[src/rtl/d2_5enc_tx.sv]
// Serial 2-of-5 (7-4-2-1-0) BCD transmitter.
// Accepts one digit in IDLE, shifts the code out MSB first, then idles one gap cycle.
module d2_5enc_tx #(
   parameter int BIT_CYCLES = 1
) (
   input  logic       clk,
   input  logic       reset,
   input  logic [3:0] din,
   input  logic       din_valid,
   output logic       din_ready,
   output logic       sout,
   output logic       sframe,
   output logic [4:0] code_out,
   output logic       err,
   output logic [7:0] frame_cnt
);

   typedef enum logic [1:0] {IDLE, SHIFT, GAP} state_t;

   localparam logic [3:0] CYC_LAST = 4'(BIT_CYCLES - 1);

   state_t     state;
   logic [4:0] shreg;
   logic [3:0] cyc;
   logic [2:0] bitn;
   logic [4:0] code;
   logic       accept;

   always_comb begin
      code = 5'b00000;
      case (din)
         4'd0:    code = 5'b11000;
         4'd1:    code = 5'b00011;
         4'd2:    code = 5'b00101;
         4'd3:    code = 5'b00110;
         4'd4:    code = 5'b01001;
         4'd5:    code = 5'b01010;
         4'd6:    code = 5'b01100;
         4'd7:    code = 5'b10001;
         4'd8:    code = 5'b10010;
         4'd9:    code = 5'b10100;
         default: code = 5'b00000;
      endcase
   end

   assign din_ready = (state == IDLE);
   assign accept    = din_valid & din_ready;
   // shreg is zero outside SHIFT, so its MSB doubles as the serial line
   assign sout      = shreg[4];

   always_ff @(posedge clk or posedge reset) begin
      if (reset) begin
         state     <= IDLE;
         shreg     <= 5'b00000;
         cyc       <= 4'd0;
         bitn      <= 3'd0;
         sframe    <= 1'b0;
         code_out  <= 5'b00000;
         err       <= 1'b0;
         frame_cnt <= 8'd0;
      end else begin
         err <= 1'b0;
         case (state)
            IDLE: begin
               if (accept) begin
                  if (din > 4'd9) begin
                     err <= 1'b1;
                  end else begin
                     shreg    <= code;
                     code_out <= code;
                     sframe   <= 1'b1;
                     cyc      <= 4'd0;
                     bitn     <= 3'd0;
                     state    <= SHIFT;
                  end
               end
            end
            SHIFT: begin
               if (cyc == CYC_LAST) begin
                  cyc <= 4'd0;
                  if (bitn == 3'd4) begin
                     shreg     <= 5'b00000;
                     sframe    <= 1'b0;
                     frame_cnt <= frame_cnt + 8'd1;
                     state     <= GAP;
                  end else begin
                     bitn  <= bitn + 3'd1;
                     shreg <= {shreg[3:0], 1'b0};
                  end
               end else begin
                  cyc <= cyc + 4'd1;
               end
            end
            GAP:     state <= IDLE;
            default: state <= IDLE;
         endcase
      end
   end

endmodule

[config.mk]
export PLATFORM = sky130hd
export DESIGN_NAME = d2_5enc_tx
export DESIGN_NICKNAME = d
export VERILOG_FILES = /design/src/rtl/d2_5enc_tx.sv
export SDC_FILE = /design/constraint.sdc
export NUM_CORES = 1
export LEC_CHECK = 0
export CAP_MARGIN = 10
export CORE_AREA = 3 3 56 64
export CTS_CLUSTER_SIZE = 30
export DETAILED_ROUTE_END_ITERATION = 6
export DIE_AREA = 0 0 59 67
export GPL_TIMING_DRIVEN = 0
export PLACE_DENSITY = 0.76
export SLEW_MARGIN = 0
export SYNTH_ARGS = -nofsm -noshare
export SYNTH_HDL_FRONTEND = slang
export SYNTH_SLANG_ARGS = --single-unit
[constraint.sdc]
create_clock -name clk -period 3.2 [get_ports clk]
set_clock_uncertainty 0.1 [all_clocks]
set_input_delay 0.64 -clock clk [delete_from_list [all_inputs] [get_ports clk]]
set_output_delay 0.64 -clock clk [all_outputs]
set_load 0.03 [all_outputs]
## Word-level counts from Yosys, hierarchy flattened

Memory sizes are Yosys's and may differ from the RTL's.
Index checks and enable logic that the tools add are counted.

- Logic and storage cells: 59
- Register bits: 29
- Memories: 1
- Output and inout bits: 17
- Memory bits (writable): 0
- Input port bits: 7
- Bits in latches: 0
- ROM bits: 80

- Shifts and indexed selects: 0
- Multiplexer cells: 27
- Add/subtract/negate cells: 3
- Bitwise gates (word level): 2
- Reduce and logical (&&, ||, !) cells: 10
- Equal/unequal tests: 7
- $lt $le $gt $ge: 1
- Divide/modulo/power cells: 0
- $mul: 0

Memories:

| memory | words | width | read ports | clocked after memory_dff | wr ports | RTL line | RTL |
|---|---|---|---|---|---|---|---|
| (name not given) | 16 | 5 | 1 | 0 | 0 | 31 | `case (din)` |

Operator list:

| cell | number |
|---|---|
| 2-to-1 mux 5 bit | 4 |
| 2-to-1 mux 3 bit | 4 |
| 2-to-1 mux 4 bit | 3 |
| case mux 5 bit (2 select lines) | 1 |
| AND reduction 5 bit | 2 |
| AND reduction 3 bit | 3 |
| adder 8 x 1 -> 8 bit (second input constant) | 1 |
| 2-to-1 mux 2 bit | 4 |
| inequality test 2 bit (second input constant) | 4 |
| case mux 4 bit (2 select lines) | 1 |
| AND reduction 4 bit | 2 |
| 2-to-1 mux 1 bit | 7 |
| case mux 3 bit (2 select lines) | 1 |
| adder 4 x 1 -> 4 bit (second input constant) | 1 |
| > comparator 4 bit (second input constant) | 1 |
| logical NOT 4 bit | 1 |
| case mux 2 bit (2 select lines) | 1 |
| adder 3 x 1 -> 3 bit (second input constant) | 1 |
| equality test 3 bit (second input constant) | 1 |
| equality test 2 x 1 -> 1 bit (second input constant) | 1 |
| logical NOT 2 bit | 1 |
| inequality test 2 x 1 -> 1 bit (second input constant) | 1 |
| case mux 1 bit (2 select lines) | 1 |
| nonzero test 2 bit | 1 |
| other kinds (2) | 2 |

## Longest topological paths before layout

Gate-level depths: netlist of the first run.

- Depth in word-level cells: 4
- Depth in mapped cells: 8
- Gate-level depth less buffers: 7

## Least setup slack after synthesis of the first run

OpenSTA, ideal clock, no wires.

- Path type: register to register
- From: register cyc[0]
- To: register frame_cnt[6]
- Path buffers: 1
- Arrival time: 2.086 ns
- Period minus slack after synthesis: 2.319 ns
- Setup time: 0.133 ns
- Slack: 0.881 ns
- Stages on the path, launching flop included: 8
- Data required time: 2.967 ns
- Cells stage by stage: dfrtp_1 > inv_1 > ha_1 > or4b_4 > or3_1 > buf_6 > or3_4 > xnor2_2

- Longest elaborated chain between the ends: 2

RTL lines:

| what | RTL line | RTL |
|---|---|---|
| start: declaration | 24 | `logic [3:0] cyc;` |
| start signal: assignment | 91 | `cyc <= cyc + 4'd1;` |
| logical NOT 4 bit | 79 | `if (cyc == CYC_LAST) begin` |
| AND reduction 3 bit (no source line) | - |  |
| end signal: assignment | 84 | `frame_cnt <= frame_cnt + 8'd1;` |
| end: declaration | 15 | `output logic [7:0] frame_cnt` |

No other way between the ends.
A chain may end at the register's enable or synchronous reset.

## Worst setup path after layout of the first run

- From: input port din[1]
- To: register shreg[3]

- Longest elaborated chain between the ends: 4
- Elaborated cells on any way between the ends: 7
- Classes of those cells: 1 x order compare; 1 x eq/ne; 3 x mux; 1 x reduce/logical; 1 x memory

RTL lines:

| what | RTL line | RTL |
|---|---|---|
| start: declaration | 8 | `input logic [3:0] din,` |
| memory read (16 x 5 bit) | - |  |
| 2-to-1 mux 5 bit | 66 | `if (din > 4'd9) begin` |
| 2-to-1 mux 5 bit | 65 | `if (accept) begin` |
| case mux 5 bit (2 select lines) | 63 | `case (state)` |
| end signal: assignment | 69 | `shreg <= code;` |
| end signal: assignment | 88 | `shreg <= {shreg[3:0], 1'b0};` |
| end: declaration | 23 | `logic [4:0] shreg;` |

Parallel ways exist; a longest one is shown, timed or not. The select of a mux whose other input is x is not followed.

==> results.cfg, run 1 <==
[run_status]
status = finished, final reports clean

[setup_path]
timing_worst_setup_path_type = in2reg
cp_max_fo = 5
crit_path_top_delay_cell = clkdlybuf4s50_1
reg2reg_setup_slack_ns = 0.74
cp_data_arrival_time_ns = 2.86
source_of_the_worst_register_to_register_timing_path = cyc[0]
worst_setup_path_startpoint = din[1]
worst_path_dominant_cell_family = compound AO/OA/AOI/OAI gates
path_buf_inv = 2
cp_slowest_stage_delay_ns = 0.54
worst_ep_required_time_ns = 3.32
critical_path.startpoint_type = input pin
crit_chain = clkdlybuf4s50_1 -> inv_1 -> ha_1 -> o21ba_2 -> o21ai_0 -> o21ai_0 -> mux2_2
critical_path.endpoint_type = register
worst_path_most_repeated_cell = o21ai_0

[synthesis]
syn-instance-count = 164
netlist.area_leader.share = 0.463
ys.flop_type = dfrtp_1
ys_top_cells_by_count = 29 x dfrtp_1, 26 x nand2_1, 13 x inv_1, 13 x o21ai_0
syn-mean-instance-area_um2 = 9.57
synth_edf_count = 0
synth.cell_area_um2 = 1570
synth.yosys.seq_area_share = 0.463
synth.most_common_cell = dfrtp_1
synth_largest_area_cell = dfrtp_1
post_synth_num_cell_types = 33
syn_nets = 182
ys_top_cells_by_area = dfrtp_1 46%, ha_1 8.8%, nand2_1 6.2%
async_flop_share = 1.00
yosysWarningCount = 0
synth.ff_latch_count = 29

[hold_path]
min-delay-path-class = reg2reg
worst_hold_startpoint = frame_cnt[7]

[cts]
cts_h_tree_lvls = 2
cts_tree = yes
clock_latency_ns = 0.32
clock-sinks = 29
cts_buffers = 5
root_buffer = clkbuf_4
cts.repair.resized = 0
postCtsSetupRepairBufs = 0
cts_hold_buffers = 0
cts.path.max_buffers = 2
worst_setup_hold_path_clk_slew_ns = 0.09

[layout]
num_antenna_cells = 0
drive_above_1_share = 0.0923
design.final.nets = 212
areaGrowthSynthToFinish_pct = 23.0
final_util = 0.644

[global_routing]
globalRouteTotalUtil = 0.191
number_of_antenna_violations_at_the_first_check_in_global_routing = 0
maximum_number_of_pins_on_one_net_before_global_route_repair = 30
global_route_wire_length_before_repair_mm = 5.69
grt_overflow_total = 0
grt_pass1_vias = 1331

[sta]
max-slew-margin-rel = 0.609
finalCritPeriodShare = 0.857
setup_viol = 0
timing.fmax_mhz = 365
rsz0062_at_grt = no
worst_pin_slew_ns = 0.585
final-hold-violation-count = 0
final_period_minus_worst_setup_slack_ns = 2.74
tns_ns = 0
report.final.slew_viol_count = 0

[routing]
overall_via_count_from_detail_route = 1290
drt_iter0_markers = 45
route.final.wire_length_mm = 3.12
route.detailed.wl_per_inst_um = 13.6
via_per_inst = 5.63
dr.pass1.iters = 4
detail-route-antenna-nets = 0
remaining_drc_errors = 0

[floorplan]
die_height_um = 67
floorplan.core_area_um2 = 3000
dieWidth_um = 59
floorplan.initialDensity = 0.524
floorplan.rows = 21
number_of_i_o_pins = 24
die_area_um2 = 3950

[power_and_ir_drop]
total_power_mw = 1.55
power_density_nw_per_um2 = 804
vdd_drop_max_uv = 501
power_leakage_nw = 0.918

[placement]
port_buffers = 22
final_weighted_congestion_of_routability_driven_global_placement = 0.796
dpl.hpwl_mm = 2.37

[flow_run]
max_cap_viol_count = 0
==> cell usage in the layout, fill, tap and decap left out, drive strengths merged, types with 4 or more instances in the layout <==
master | netlist | final
clkbuf | 3 | 10
nand2 | 26 | 26
clkdlybuf4s50 | 0 | 22
nand3 | 11 | 11
a21oi | 4 | 4
o21ai | 13 | 13
inv | 13 | 13
nor2 | 6 | 6
dfrtp | 29 | 29
ha | 11 | 11
nor3 | 7 | 7
xnor2 | 6 | 6
==> metal layers <==
metal  routed length, um  share of wire  track usage  up-vias
li1                    -              -            -      628
met3                 171          0.055       0.0581        6
met1                1260           0.40        0.208      617
met2                1640           0.53        0.330       39
met4                  49          0.016       0.0907        0
met5                   0              0            0        -
==> area by class of cell <==
| cell class | instances | area [um2] |
|---|---|---|
| buffer | 5 | 33.8 |
| clock buffer | 7 | 65.1 |
| clock inverter | 1 | 5.00 |
| fill | 290 | 1070 |
| inverter | 13 | 48.8 |
| multi-input combinational | 117 | 761 |
| sequential | 29 | 726 |
| tap | 34 | 42.5 |
| timing repair buffer | 23 | 248 |
==> logic make-up (layout without fill, tap and decap cells) <==
family          Yosys count  in the layout  share of synthesized area
simple gates             63             63                      0.201
compound gates           31             31                      0.120
flops                    29             29                      0.463
buf+inv                  18             49                     0.0526
mux                       4              4                     0.0271
fa+ha+maj                11             11                     0.0877
xor+xnor                  8              8                     0.0494
==> report_power, final <==
group          internal (mW)  switching [mW]
Combinational          0.294           0.422
Sequential             0.485          0.0988
Clock                  0.127           0.125
==> state kept, by name, summed over array words and instances (netlist names) <==
name	count
bitn	3
code_out	5
cyc	4
err	1
frame_cnt	8
sframe	1
shreg	5
state	2
==> stage by stage <==
step | area, um2 | cells | hold slack, ns | setup slack, ns
final | 1930 | 229 | 0.371 | 0.458
after global routing | 1930 | 229 | 0.400 | 0.250
after CTS | 1900 | 228 | 0.373 | 0.455
after detailed placement | 1830 | 220 | 0.357 | 0.0924
after global placement | 1830 | 220 | 0.356 | 0.159
after floorplan | 1570 | 164 | 0.349 | 0.881
==> path summary, 6_finish.rpt <==
| check | to | cells after the start |
|---|---|---|
| max | shreg[3] | 7 |
| min | frame_cnt[7] | 1 |
| max reg2reg | frame_cnt[6] | 7 |
| min reg2reg | frame_cnt[7] | 1 |
| max in group asynchronous | frame_cnt[6] | 3 |
| min in group asynchronous | cyc[0] | 2 |
Power figures use the tool's default switching activity.
==> run 2: changes to the inputs <==
--- a/config.mk
+++ b/config.mk
@@ -6,12 +6,12 @@
 export NUM_CORES = 1
 export LEC_CHECK = 0
 export CAP_MARGIN = 10
-export CORE_AREA = 3 3 56 64
+export CORE_AREA = 3 3 61 68
 export CTS_CLUSTER_SIZE = 30
 export DETAILED_ROUTE_END_ITERATION = 6
-export DIE_AREA = 0 0 59 67
+export DIE_AREA = 0 0 64 71
 export GPL_TIMING_DRIVEN = 0
-export PLACE_DENSITY = 0.76
+export PLACE_DENSITY = 0.67
 export SLEW_MARGIN = 0
 export SYNTH_ARGS = -nofsm -noshare
 export SYNTH_HDL_FRONTEND = slang
==> results.cfg, run 2 (synthesis results as in run 1) <==
[layout]
drive_above_1_share = 0.0872
layout.cells.non_filler = 245
reg.largest.list = frame_cnt: 8 flops, code_out: 5 flops, shreg: 5 flops
largest_register_ff_count = 8
most_common_cell_after_layout_fill_and_taps_aside = dfrtp_1
design.final.nets = 212
highest_count_cells_in_the_layout_ignoring_fill_and_taps = 29 x dfrtp_1, 26 x nand2_1, 22 x clkdlybuf4s50_1
areaGrowthSynthToFinish_pct = 27.2
fillerInstances = 325
largest_register = frame_cnt
num_antenna_cells = 0

[global_routing]
maximum_number_of_pins_on_one_net_before_global_route_repair = 30
number_of_antenna_violations_at_the_first_check_in_global_routing = 0
grt_pass1_vias = 1245
global_route_wire_length_before_repair_mm = 5.47
globalRouteTotalUtil = 0.155
grt_overflow_total = 0

[setup_path]
critical_path.startpoint_type = input pin
crit_chain = clkdlybuf4s50_1 -> inv_1 -> ha_1 -> o21ba_2 -> o21ai_0 -> o21ai_0 -> mux2_2
cp_max_fo = 5
worst-path-stages = 7
critical_path.endpoint_type = register
reg2reg_setup_slack_ns = 0.79
cp_slowest_stage_delay_ns = 0.55
path_buf_inv = 2
worst_ep_required_time_ns = 3.27
worst_path_most_repeated_cell = o21ai_0
regToRegEndpoint = frame_cnt[6]
cp_data_arrival_time_ns = 2.88
timing_worst_setup_path_type = in2reg
worst_path_dominant_cell_family = compound AO/OA/AOI/OAI gates
r2r_cells = 7
crit_path_top_delay_cell = clkdlybuf4s50_1
source_of_the_worst_register_to_register_timing_path = cyc[0]

[sta]
finalCritPeriodShare = 0.877
report.final.slew_viol_count = 0
final-hold-violation-count = 0
setup_viol = 0
tns_ns = 0
worst_pin_slew_ns = 0.512
rsz0062_at_grt = no
timing.fmax_mhz = 356
max-slew-margin-rel = 0.655
final_period_minus_worst_setup_slack_ns = 2.81

[cts]
cts_buffers = 5
cts_tree = yes
cts.repair.resized = 0
worst_setup_hold_path_clk_slew_ns = 0.06
cts.path.max_buffers = 2
clock_latency_ns = 0.28
postCtsSetupRepairBufs = 0
root_buffer = clkbuf_8
clock-sinks = 29
cts_h_tree_lvls = 2
cts_hold_buffers = 0

[power_and_ir_drop]
sw_frac_of_total = 0.391
seq_power_share = 0.345
vdd_drop_max_uv = 409
power_density_nw_per_um2 = 850
cell_internal_pwr_mw = 1.03
power_leakage_nw = 0.935
pwr-share-comb = 0.423
clock_power_share = 0.232
power.switching_mw = 0.664

[routing]
route.final.wire_length_mm = 3.25
detail-route-antenna-nets = 0
overall_via_count_from_detail_route = 1247
via_per_inst = 5.09
dr.pass1.iters = 4
route.detailed.wl_per_inst_um = 13.3
drt_iter0_markers = 25
remaining_drc_errors = 0

[floorplan]
dieWidth_um = 64
floorplan.rows = 23
number_of_i_o_pins = 24
die_area_um2 = 4540
floorplan.initialDensity = 0.436
die_height_um = 71
floorplan.core_area_um2 = 3600

[hold_path]
worst_hold_path.endpoint = frame_cnt[7]
hold_path_depth = 1
min-delay-path-class = reg2reg
worst_hold_startpoint = frame_cnt[7]

[run_status]
status = finished, final reports clean

[placement]
dp.cells = 236
final_weighted_congestion_of_routability_driven_global_placement = 0.802
port_buffers = 22
dpl.hpwl_mm = 2.41

[flow_run]
max_cap_viol_count = 0
==> run 2: changes by cell type in the layout (fill, tap and decap cells not counted), sizes merged <==
| cell | previous run | this run |
|---|---|---|
| bufinv | 0 | 1 |
| clkinv | 1 | 0 |
==> run 2: cell type report <==
class	instances	area [um2]	area share
tap	50	62.6	0.0313
clock buffer	7	86.3	0.0433
clock inverter	1	30.0	0.0150
buffer	5	33.8	0.0169
sequential	29	726	0.364
timing repair buffer	23	248	0.124
multi-input combinational	117	761	0.381
inverter	13	48.8	0.0245
==> run 2: power groups by stage <==
stage / Clock [mW] / Sequential [mW] / Combinational, mW
2_1_floorplan: 0 / 0.710 / 0.337
3_3_place_gp: 0 / 0.585 / 0.697
3_5_place_dp: 0 / 0.592 / 0.717
4_1_cts: 0.403 / 0.585 / 0.719
5_1_grt: 0.420 / 0.604 / 0.774
6_report: 0.394 / 0.586 / 0.717
==> run 2: through the flow <==
step / total power, mW / instance area, um2 / hold WS, ns / worst slack (ns) / util
floorplan: 1.05 / 1570 / 0.349 / 0.881 / -
global placement: 1.28 / 1850 / 0.359 / 0.118 / 0.515
detailed placement: 1.31 / 1850 / 0.366 / 0.0964 / 0.515
CTS: 1.71 / 1970 / 0.382 / 0.394 / 0.547
global route: 1.80 / 2000 / 0.397 / 0.347 / 0.555
finish: 1.70 / 2000 / 0.372 / 0.394 / 0.555
==> run 2: worst max path at each step <==
stage                start           end  slack, ns
global route        din[1]      shreg[3]       0.35
global placement    din[1]      shreg[3]       0.12
finish              din[1]      shreg[3]       0.39
detailed placement  din[1]      shreg[3]        0.1
CTS                 din[1]      shreg[3]       0.39
floorplan           cyc[0]  frame_cnt[6]       0.88
==> run 2: layer usage <==
metal  routed length [um]  vias up  track usage
li1                     -      623            -
met1                 1410      600        0.167
met4                   67        0       0.0935
met5                    0        -            0
met2                 1690       19        0.273
met3                   89        5       0.0333
==> run 3: changes to the inputs <==
--- a/config.mk
+++ b/config.mk
@@ -6,12 +6,13 @@
 export NUM_CORES = 1
 export LEC_CHECK = 0
 export CAP_MARGIN = 10
-export CORE_AREA = 3 3 61 68
+export CORE_AREA = 3 3 55 63
+export CTS_BUF_LIST = sky130_fd_sc_hd__clkbuf_4 sky130_fd_sc_hd__clkbuf_8
 export CTS_CLUSTER_SIZE = 30
 export DETAILED_ROUTE_END_ITERATION = 6
-export DIE_AREA = 0 0 64 71
+export DIE_AREA = 0 0 58 66
 export GPL_TIMING_DRIVEN = 0
-export PLACE_DENSITY = 0.67
+export PLACE_DENSITY = 0.79
 export SLEW_MARGIN = 0
 export SYNTH_ARGS = -nofsm -noshare
 export SYNTH_HDL_FRONTEND = slang
==> results.cfg, run 3 (synthesis results as in run 1) <==
[placement]
dpl.hpwl_mm = 2.39
final_weighted_congestion_of_routability_driven_global_placement = 0.812
port_buffers = 22

[setup_path]
worst_setup_path_startpoint = din[1]
critPathCapture = shreg[3]
timing_worst_setup_path_type = in2reg
regToRegEndpoint = frame_cnt[6]
worst_ep_required_time_ns = 3.32
cp_data_arrival_time_ns = 2.94
source_of_the_worst_register_to_register_timing_path = cyc[0]
critical_path.endpoint_type = register
cp_max_fo = 5
reg2reg_setup_slack_ns = 0.77
critical_path.startpoint_type = input pin
r2r_cells = 7

[cts]
cts.path.max_buffers = 2
cts_h_tree_lvls = 2
clock_latency_ns = 0.33
postCtsSetupRepairBufs = 0
cts_hold_buffers = 0
cts_tree = yes
cts.repair.resized = 0
cts_buffers = 5
worst_setup_hold_path_clk_slew_ns = 0.09
clock-sinks = 29
root_buffer = clkbuf_4

[layout]
multi_input_comb_area_um2 = 761
fillerInstances = 250
drive_above_1_share = 0.0876
register_area_um2 = 726
largest_register_ff_count = 8
reg.largest.list = frame_cnt: 8 flops, code_out: 5 flops, shreg: 5 flops
areaGrowthSynthToFinish_pct = 21.2
largest_register = frame_cnt
design.final.nets = 211
most_common_cell_after_layout_fill_and_taps_aside = dfrtp_1
highest_count_cells_in_the_layout_ignoring_fill_and_taps = 29 x dfrtp_1, 26 x nand2_1, 22 x clkdlybuf4s50_1
num_antenna_cells = 0

[sta]
timing.fmax_mhz = 355
max-slew-margin-rel = 0.280
worst_pin_slew_ns = 1.08
rsz0062_at_grt = no
report.final.slew_viol_count = 0
tns_ns = 0
final_period_minus_worst_setup_slack_ns = 2.82
final-hold-violation-count = 0
final.hold.worst_slack_ns = 0.378
setup_viol = 0
finalCritPeriodShare = 0.881

[routing]
overall_via_count_from_detail_route = 1269
route.final.wire_length_mm = 3.09
dr.pass1.iters = 4
via_per_inst = 5.57
drt_iter0_markers = 44
route.detailed.wl_per_inst_um = 13.6
detail-route-antenna-nets = 0
remaining_drc_errors = 0

[global_routing]
grt_pass1_vias = 1252
global_route_wire_length_before_repair_mm = 5.29
globalRouteTotalUtil = 0.184
grt_overflow_total = 0
number_of_antenna_violations_at_the_first_check_in_global_routing = 0
maximum_number_of_pins_on_one_net_before_global_route_repair = 30

[power_and_ir_drop]
power_density_nw_per_um2 = 816
power_leakage_nw = 0.905
vdd_drop_max_uv = 722

[flow_run]
max_cap_viol_count = 0

[floorplan]
die_height_um = 66
dieWidth_um = 58
number_of_i_o_pins = 24
floorplan.core_area_um2 = 2940
floorplan.rows = 21
die_area_um2 = 3830
floorplan.initialDensity = 0.533

[hold_path]
min-delay-path-class = reg2reg

[run_status]
status = finished, final reports clean
run 3: cell count changes in the layout (fill, tap and decap cells not counted):
cell	before	now
clkinv_2	0	1
clkbuf_4	0	5
bufinv_16	1	0
clkbuf_1	4	3
buf_16	1	0
clkbuf_8	6	2
run 3: through the flow:
stage | cell area [um2] | util | instances | setup slack [ns] | total power [mW]
floorplan | 1570 | - | 164 | 0.881 | 1.05
global placement | 1830 | 0.622 | 220 | 0.0990 | 1.28
detailed placement | 1830 | 0.622 | 220 | 0.0547 | 1.31
CTS | 1900 | 0.646 | 228 | 0.407 | 1.56
global route | 1900 | 0.646 | 228 | 0.297 | 1.67
finish | 1900 | 0.646 | 228 | 0.380 | 1.55
run 3: metal layers:
| metal | routed length [um] | share of wire | track usage | vias to the layer above |
|---|---|---|---|---|
| met5 | 0 | 0 | 0 | - |
| met4 | 50 | 0.016 | 0.0841 | 0 |
| met3 | 177 | 0.057 | 0.0586 | 5 |
| met2 | 1580 | 0.51 | 0.329 | 38 |
| met1 | 1290 | 0.42 | 0.194 | 609 |
| li1 | - | - | - | 617 |
run 3: layout make-up:
| type | count | area share |
|---|---|---|
| Buffer | 5 | 0.0178 |
| Clock buffer | 7 | 0.0342 |
| Clock inverter | 1 | 0.00263 |
| Inverter | 13 | 0.0257 |
| Multi-Input combinational cell | 117 | 0.400 |
| Sequential cell | 29 | 0.382 |
| Tap cell | 34 | 0.0224 |
| Timing Repair Buffer | 22 | 0.116 |
run 3: critical path, cell delays in order:
cell	delay, ns
clkdlybuf4s50_1	0.55
inv_1	0.12
ha_1	0.22
o21ba_2	0.23
o21ai_0	0.47
o21ai_0	0.36
mux2_2	0.35
run 3: power breakdown:
group | total [mW] | internal (mW) | leakage [nW] | switching (mW)
Clock | 0.256 | 0.127 | 0.0413 | 0.129
Combinational | 0.707 | 0.291 | 0.487 | 0.416
Sequential | 0.589 | 0.485 | 0.377 | 0.104
Total | 1.55 | 0.903 | 0.905 | 0.649
run 3: worst min-delay path by stage:
| stage | to | start | cells past startpoint |
|---|---|---|---|
| floorplan | shreg[0] | shreg[0] | 1 |
| global placement | frame_cnt[7] | frame_cnt[7] | 1 |
| detailed placement | frame_cnt[7] | frame_cnt[7] | 1 |
| CTS | frame_cnt[7] | frame_cnt[7] | 1 |
| global route | frame_cnt[7] | frame_cnt[7] | 1 |
| finish | frame_cnt[7] | frame_cnt[7] | 1 |
